## config.mk

```make
export PLATFORM = sky130hd
export DESIGN_NAME = lsu
export DESIGN_NICKNAME = d
export VERILOG_FILES = /design/src/rtl/lsu.sv
export SDC_FILE = /design/constraint.sdc
export NUM_CORES = 1
export LEC_CHECK = 0
export BUFFER_PORTS_ARGS = -buffer_cell sky130_fd_sc_hd__buf_4
export CAP_MARGIN = 20
export CORE_MARGIN = 2
export CORE_UTILIZATION = 30
export DETAILED_ROUTE_END_ITERATION = 6
export PLACE_DENSITY_LB_ADDON = 0.2
export RECOVER_POWER = 100
export SYNTH_ARGS = -nofsm -noshare
export SYNTH_HDL_FRONTEND = slang
export SYNTH_SLANG_ARGS = --single-unit
export TNS_END_PERCENT = 30
```

## constraint.sdc

```tcl
create_clock -name clk -period 5.3 [get_ports clk]
set_clock_uncertainty 0.05 [all_clocks]
set_input_delay 1.06 -clock clk [delete_from_list [all_inputs] [get_ports clk]]
set_output_delay 1.06 -clock clk [all_outputs]
set_load 0.01 [all_outputs]
```

## src/rtl/lsu.sv

```systemverilog
// lsu: single-outstanding load/store unit with alignment/width checks, byte lanes, sign extension and a memory timeout
module lsu #(
  parameter int XLEN = 32,
  parameter int TIMEOUT = 16
) (
  input  logic              clk,
  input  logic              rst,
  input  logic              req_valid,
  output logic              req_ready,
  input  logic              req_store,
  input  logic [2:0]        req_funct3,
  input  logic [XLEN-1:0]   req_addr,
  input  logic [XLEN-1:0]   req_wdata,
  input  logic [4:0]        req_rd,
  output logic              resp_valid,
  output logic [4:0]        resp_rd,
  output logic [XLEN-1:0]   resp_data,
  output logic              resp_err,
  output logic              dmem_req,
  output logic              dmem_we,
  output logic [XLEN-1:0]   dmem_addr,
  output logic [XLEN/8-1:0] dmem_be,
  output logic [XLEN-1:0]   dmem_wdata,
  input  logic              dmem_ack,
  input  logic [XLEN-1:0]   dmem_rdata,
  input  logic              dmem_err
);
  localparam int NB = XLEN / 8;
  localparam int OW = $clog2(NB);
  localparam int CW = TIMEOUT > 0 ? $clog2(TIMEOUT + 1) : 1;
  typedef enum logic [1:0] {IDLE, REQ, RESP} state_t;
  state_t state, next;
  logic [OW-1:0] off, off_q;
  logic [1:0] sz, sz_q;
  logic uns_q, st_q, legal, bad, tmo, sign;
  logic [CW-1:0] cnt;
  logic [NB-1:0] be;
  logic [XLEN-1:0] wrep, shifted, mask, ext;
  always_comb begin
    off = req_addr[OW-1:0];
    sz = req_funct3[1:0];
    legal = req_store ? (req_funct3 <= 3'd2 || (req_funct3 == 3'd3 && XLEN == 64))
                      : (req_funct3 != 3'd7 && (XLEN == 64 || (req_funct3 != 3'd3 && req_funct3 != 3'd6)));
    bad = !legal || |(off & OW'((1 << sz) - 1));
    be = NB'((1 << (1 << sz)) - 1) << off;
    wrep = '0;
    for (int i = 0; i < NB; i++) wrep[8*i +: 8] = req_wdata[8*(i & ((1 << sz) - 1)) +: 8];
    shifted = dmem_rdata >> {off_q, 3'b000};
    mask = sz_q == 2'(OW) ? '1 : ~({XLEN{1'b1}} << (8 << sz_q));
    // top bit of the access width, found without a variable bit index
    sign = |(shifted & mask & ~(mask >> 1));
    ext = (shifted & mask) | ((!uns_q && sign) ? ~mask : '0);
    tmo = TIMEOUT != 0 && cnt == CW'(TIMEOUT - 1);
    next = state == IDLE ? (req_valid ? (bad ? RESP : REQ) : IDLE)
         : state == REQ  ? ((dmem_ack || tmo) ? RESP : REQ)
         : IDLE;
  end
  always_ff @(posedge clk or negedge rst) begin
    if (!rst) state <= IDLE;
    else state <= next;
  end
  always_ff @(posedge clk or negedge rst) begin
    if (!rst) begin
      req_ready <= 1'b1;
      resp_valid <= 1'b0;
      resp_rd <= '0;
      resp_data <= '0;
      resp_err <= 1'b0;
      dmem_req <= 1'b0;
      dmem_we <= 1'b0;
      dmem_addr <= '0;
      dmem_be <= '0;
      dmem_wdata <= '0;
      off_q <= '0;
      sz_q <= '0;
      uns_q <= 1'b0;
      st_q <= 1'b0;
      cnt <= '0;
    end else begin
      req_ready <= next == IDLE;
      resp_valid <= 1'b0;
      if (state == IDLE && req_valid) begin
        st_q <= req_store;
        off_q <= off;
        sz_q <= sz;
        uns_q <= req_funct3[2];
        cnt <= '0;
        resp_rd <= req_store ? '0 : req_rd;
        if (bad) begin
          resp_valid <= 1'b1;
          resp_err <= 1'b1;
          resp_data <= '0;
        end else begin
          dmem_req <= 1'b1;
          dmem_we <= req_store;
          dmem_addr <= {req_addr[XLEN-1:OW], OW'(0)};
          dmem_be <= req_store ? be : '1;
          dmem_wdata <= req_store ? wrep : '0;
        end
      end else if (state == REQ) begin
        // an ack arriving in the final timeout cycle still completes normally
        if (dmem_ack || tmo) begin
          dmem_req <= 1'b0;
          resp_valid <= 1'b1;
          resp_err <= !dmem_ack || dmem_err;
          resp_data <= (dmem_ack && !dmem_err && !st_q) ? ext : '0;
        end else cnt <= cnt + 1'b1;
      end else if (state == RESP) resp_err <= 1'b0;
    end
  end
endmodule

```

; ---- Word-level counts from Yosys, hierarchy flattened
; Cells that the tools add are included.
[classes]
addsub = 3
n_mul = 0
n_div = 0
n_lt_le_gt_ge = 1
n_eq_ne = 11
shift = 9
n_mux = 32
n_bitwise = 8
n_reduce_logical = 26
[op_table]
columns = op, count
row1 = 2-to-1 mux 32 bit, 8
row2 = AND 32 bit, 2
row3 = inverter 32 bit, 2
row4 = variable part select 32 x 6 -> 8 bit, 2
row5 = inverter 31 -> 32 bit, 1
row6 = OR 32 bit, 1
row7 = OR reduction 32 bit, 1
row8 = variable part select 32 x 5 -> 8 bit, 1
row9 = "left shift 1 x 2 -> 32 bit, first input constant", 1
row10 = "left shift 1 x 32 -> 4 bit, first input constant", 1
row11 = "left shift 32 x 32 -> 32 bit, first input constant", 1
row12 = "left shift 4 x 2 -> 32 bit, first input constant", 1
row13 = right shift 32 x 5 -> 32 bit, 1
row14 = 2-to-1 mux 5 bit, 4
row15 = 2-to-1 mux 1 bit, 14
row16 = 2-to-1 mux 2 bit, 5
row17 = AND reduction 3 bit, 3
row18 = logical AND 1 bit, 6
row19 = "!= test 3 bit, second input constant", 2
row20 = "adder 5 x 1 -> 5 bit, second input constant", 1
row21 = "== test 5 x 4 -> 1 bit, second input constant", 1
row22 = zero test 1 bit, 5
row23 = "== test 2 bit, second input constant", 2
row24 = zero test 2 bit, 2
row25 = 17 further kinds, 22
[totals]
register_bits = 121
latchBits = 0
ram_bits = 0
rom_bits = 0
inputBits = 110
mem_count = 0

; ---- Logic depth before layout (Yosys ltp)
[depth]
ltp_word = 14
mapped_depth = 11
ltp_nobuf = 7

; ---- Worst setup path after synthesis
; OpenSTA, ideal clock, no wires.
[synth_path]
path_kind = input -> register
startpoint = in req_funct3[1]
endpoint = reg dmem_addr[10]
setup_time_ps = 128
t_arrival_ps = 3370
t_required_ps = 5122
path_slack_ps = 1752
stages = 11
path_cell_list = buf_2 -> nor2_4 -> buf_2 -> inv_1 -> ha_1 -> buf_2 -> nand2b_1 -> nand4_2 -> nor2_4 -> buf_4 -> mux2_1
[synth_between]
elab_chain_len = 8
[synth_rtl]
columns = item, line
row1 = from (decl), 11  ; input logic [2:0] req_funct3,
row2 = branches (longest 5 deep; another with subtractor 2 bit), -
row3 = logical OR 1 bit *, 44  ; bad = !legal || |(off & OW'((1 << sz) - 1));
row4 = inverter 1 bit (no line) *, -
row5 = AND reduction 2 bit (no line) *, -
row6 = to (signal assigned), 96  ; dmem_addr <= {req_addr[XLEN-1:OW], OW'(0)};
row7 = to (decl), 21  ; output logic [XLEN-1:0] dmem_addr,
; Every way passes the cells marked *.
; A chain may end at the register's enable or synchronous reset.

; ---- Final worst setup path
[layout_path]
startpoint = in req_funct3[1]
endpoint = reg dmem_addr[5]
; The elaborated chain is that of the path after synthesis.

==> results by group <==
Global route
  – Largest net degree at the start of global routing: 59
  – First-pass GRT wire length: 25400 um
  – Global router's overall resource usage: 0.165
  – Initial antenna violation count: 0
  – Vias in the first global route: ~4600
  – Remaining global-route overflow: 0

Clock tree
  – Clk buf depth: 2
  – Clock Pin Slew Worst Setup and Hold Paths: 50 ps
  – Hold_buf cts: 0
  – Total CTS buffers: 17
  – Buffer count from post-CTS setup fixing: 0
  – Post-cts sizing count: 0
  – Clock latency on the worst-skew pair: around 410 ps
  – TritonCTS Sinks: 121
  – Htree depth: 4
  – Clock root buffer: clkbuf_16
  – CTS tree: done

Worst setup path
  – CP endpoint kind: register
  – Critical path peak fanout: 34
  – Worst path required time: 5540 ps
  – CP cell instances: clkbuf_1 -> nor2_4 -> buf_4 -> inv_1 -> ha_1 -> buf_4 -> nand2b_1 -> nand4_1 -> nor2_2 -> mux2_2
  – Slowest CP cell: nor2_2
  – Worst setup path category: in2reg
  – Critical path arrival: approximately 4500 ps
  – Worst path bufs/invs: 4
  – Critical Path Source Type: input pin
  – CP delay by family, top: simple AND/OR/NAND/NOR gates
  – Slowest cell delay on critical path: 1280 ps
  – Most common cell on crit path: buf_4

Placement
  – Port Buf Inserts: 217
  – Instance area at placement: between 7000 and 8000 um^2
  – Detailed Place HPWL: 11900 um
  – Placer congestion estimate: approximately 0.86

STA
  – Final-report hold violation count: 0
  – Final period util: 0.804
  – Final setup vio count: 0
  – Slew headroom: -1.17
  – Setup TNS: 0 ps
  – Max Clk Rate: 235 MHz
  – Slew Viols, Final: 129
  – RSZ-0062 raised after global routing: false
  – Worst-Margin Slew: ~3300 ps
  – Clock period minus worst slack: around 4300 ps

Synth
  – Most frequent cell after synthesis: dfrtp_1
  – Post-synthesis sequential area ratio: 0.535
  – Yosys top cell by area: dfrtp_1
  – Synth cell types: 59
  – Prevailing post-synth register cell: dfrtp_1
  – Cells after Synth: 454
  – Synth Register Bits: 121
  – Top cells by area, synth: dfrtp_1 53%, mux2i_1 7.4%, mux2_1 5.4%
  – Synth top area share: 0.530
  – Mean Syn Cell Area: 12.5 um^2
  – Post-synth EDFFs: 0
  – Synth async-reset ratio: 1.00
  – Ys Warns: 0
  – Cell Area, Synth: 5660 um^2
  – Commonest cells post-synth: 120 x dfrtp_1, 42 x mux2i_1, 41 x nand2_1

Floorplan
  – Placeable Area: 18600 um^2
  – Initial cell density of the core: 0.305
  – Die area: 20000 um^2
  – Die Wd: 141 um
  – Std-Cell Rows: 50
  – I/O pin count: 220
  – Chip Height: 141 um

Drt
  – Vias per inst: between 4 and 5
  – Final ANT Viol Nets: 0
  – First DRT Iteration DRCs: 185
  – WL/cell: 18.2 um
  – DR pass1 iterations: 4
  – Total wire length: 16600 um
  – Routed via count: 4508
  – Remaining DRCs: 0

Flow run
  – Maxcap violations: 3

Cells and area
  – Share of layout cells above drive strength 1: 0.260
  – Area grow syn2layout: 33.4%
  – # fillers: 1864
  – Design area: between 7000 and 8000 um^2
  – Fin util: 0.406
  – ANT cells: 0
  – Post-layout nets: 780

Status
  – Status: finished, violations left
  – Failing checks: max-capacitance violations, max-slew violations

Power
  – Peak VDD IR: 0.211 mV
  – Clock power frac: 0.349
  – P_sw: 982 uW
  – Flop pwr share: 0.401
  – PwrDens: 422 nW/um^2
  – Internal power: 2.20 mW
  – Combinational power share: 0.250
  – Switching part of the total power: 0.308
  – Leakage: approximately 3.4 nW

Hold path
  – Min-Delay Path Class: reg2reg
-- worst min-delay path, stage by stage (launching register included) --
cell and delay [ps]:
dfrtp_1 340, nand2_1 50, nand2_1 50
-- registers in the layout (all words and copies together) (netlist names), 2 cells and up --
name / count
resp_data: 32
resp_rd: 5
dmem_wdata: 32
dmem_addr: 30
state: 2
sz_q: 2
dmem_be: 4
cnt: 5
off_q: 2
-- cell families after synthesis --
family,after synthesis,synth area share
other,1,0.000662
muxes,89,0.168
and+or+nand+nor,86,0.0831
xor gates and xnor gates,3,0.00464
AOI/OAI and AO/OA,107,0.156
DFF,121,0.535
adders and majority gates,5,0.0110
buffers and inverters,42,0.0415
-- metal layers --
metal / wire length (um) / track usage / vias up
li1: - / - / 2091
met1: 7320 / 0.213 / 2213
met2: 7540 / 0.257 / 183
met3: 1450 / 0.0591 / 21
met4: 265 / 0.0547 / 0
met5: 0 / 0 / -
-- per-stage QoR --
step           setup WS, ps  std cells  hold WS [ps]  power [mW]
2_1_floorplan          1750        455           412        1.75
3_3_place_gp           1270        880           403        2.25
3_5_place_dp           1210        880           415        2.27
4_1_cts                1630        910           427        3.40
5_1_grt                 742        910           447        3.37
6_report               1040        910           422        3.18
-- power groups by stage --
stage               sequential (mW)  clock, mW  combinational [mW]
floorplan                      1.36          0               0.391
global placement               1.30          0               0.955
detailed placement             1.30          0               0.976
CTS                            1.29       1.14               0.977
global route                   1.31       1.19               0.879
finish                         1.28       1.11               0.796
-- final cells by class --
cell class | instances | area, um^2 | area share
inverter | 9 | 33.8 | 0.00447
tap | 234 | 293 | 0.0388
multi-input combinational | 292 | 2370 | 0.314
timing repair buffer | 224 | 1260 | 0.167
clock buffer | 22 | 464 | 0.0615
sequential | 121 | 3030 | 0.401
clock inverter | 8 | 97.6 | 0.0129
-- cell usage in the layout (no fill, tap or decap), types with 2 or more instances in the layout --
cell type   instances
nand2_1            42
nor3_1              2
a22o_1             25
clkbuf_16          17
nor2_2              2
buf_4             111
mux2i_1            42
nand4_1             2
clkinvlp_4          3
xor2_1              2
o221ai_1            2
a221o_1            16
conb_1              2
bufinv_16           2
clkbuf_8            2
o22a_1              3
ha_1                5
a211oi_1            4
nor2_1             11
mux2_1             27
a21oi_1             8
clkinv_2            3
o21ai_1             2
nand2b_1            5
mux2_2             19
dfrtp_1           120
inv_1               8
o21ai_0            17
clkbuf_1          115
o2bb2ai_1          23
nand3b_1            5
-- final timing paths --
kind | startpoint | endpoint | slack, ps | cells after the start
setup / recovery | req_funct3[1] | dmem_addr[5] | 1040 | 10
hold / removal | resp_rd[1] | resp_rd[1] | 420 | 2
setup reg to reg | state[1] | dmem_wdata[24] | 2120 | 4
hold reg to reg | resp_rd[1] | resp_rd[1] | 420 | 2
max in group asynchronous | rst | cnt[0] | 1360 | 2
min in group asynchronous | rst | resp_data[17] | 1690 | 1
No activity file was read; power rests on OpenSTA's default activity.
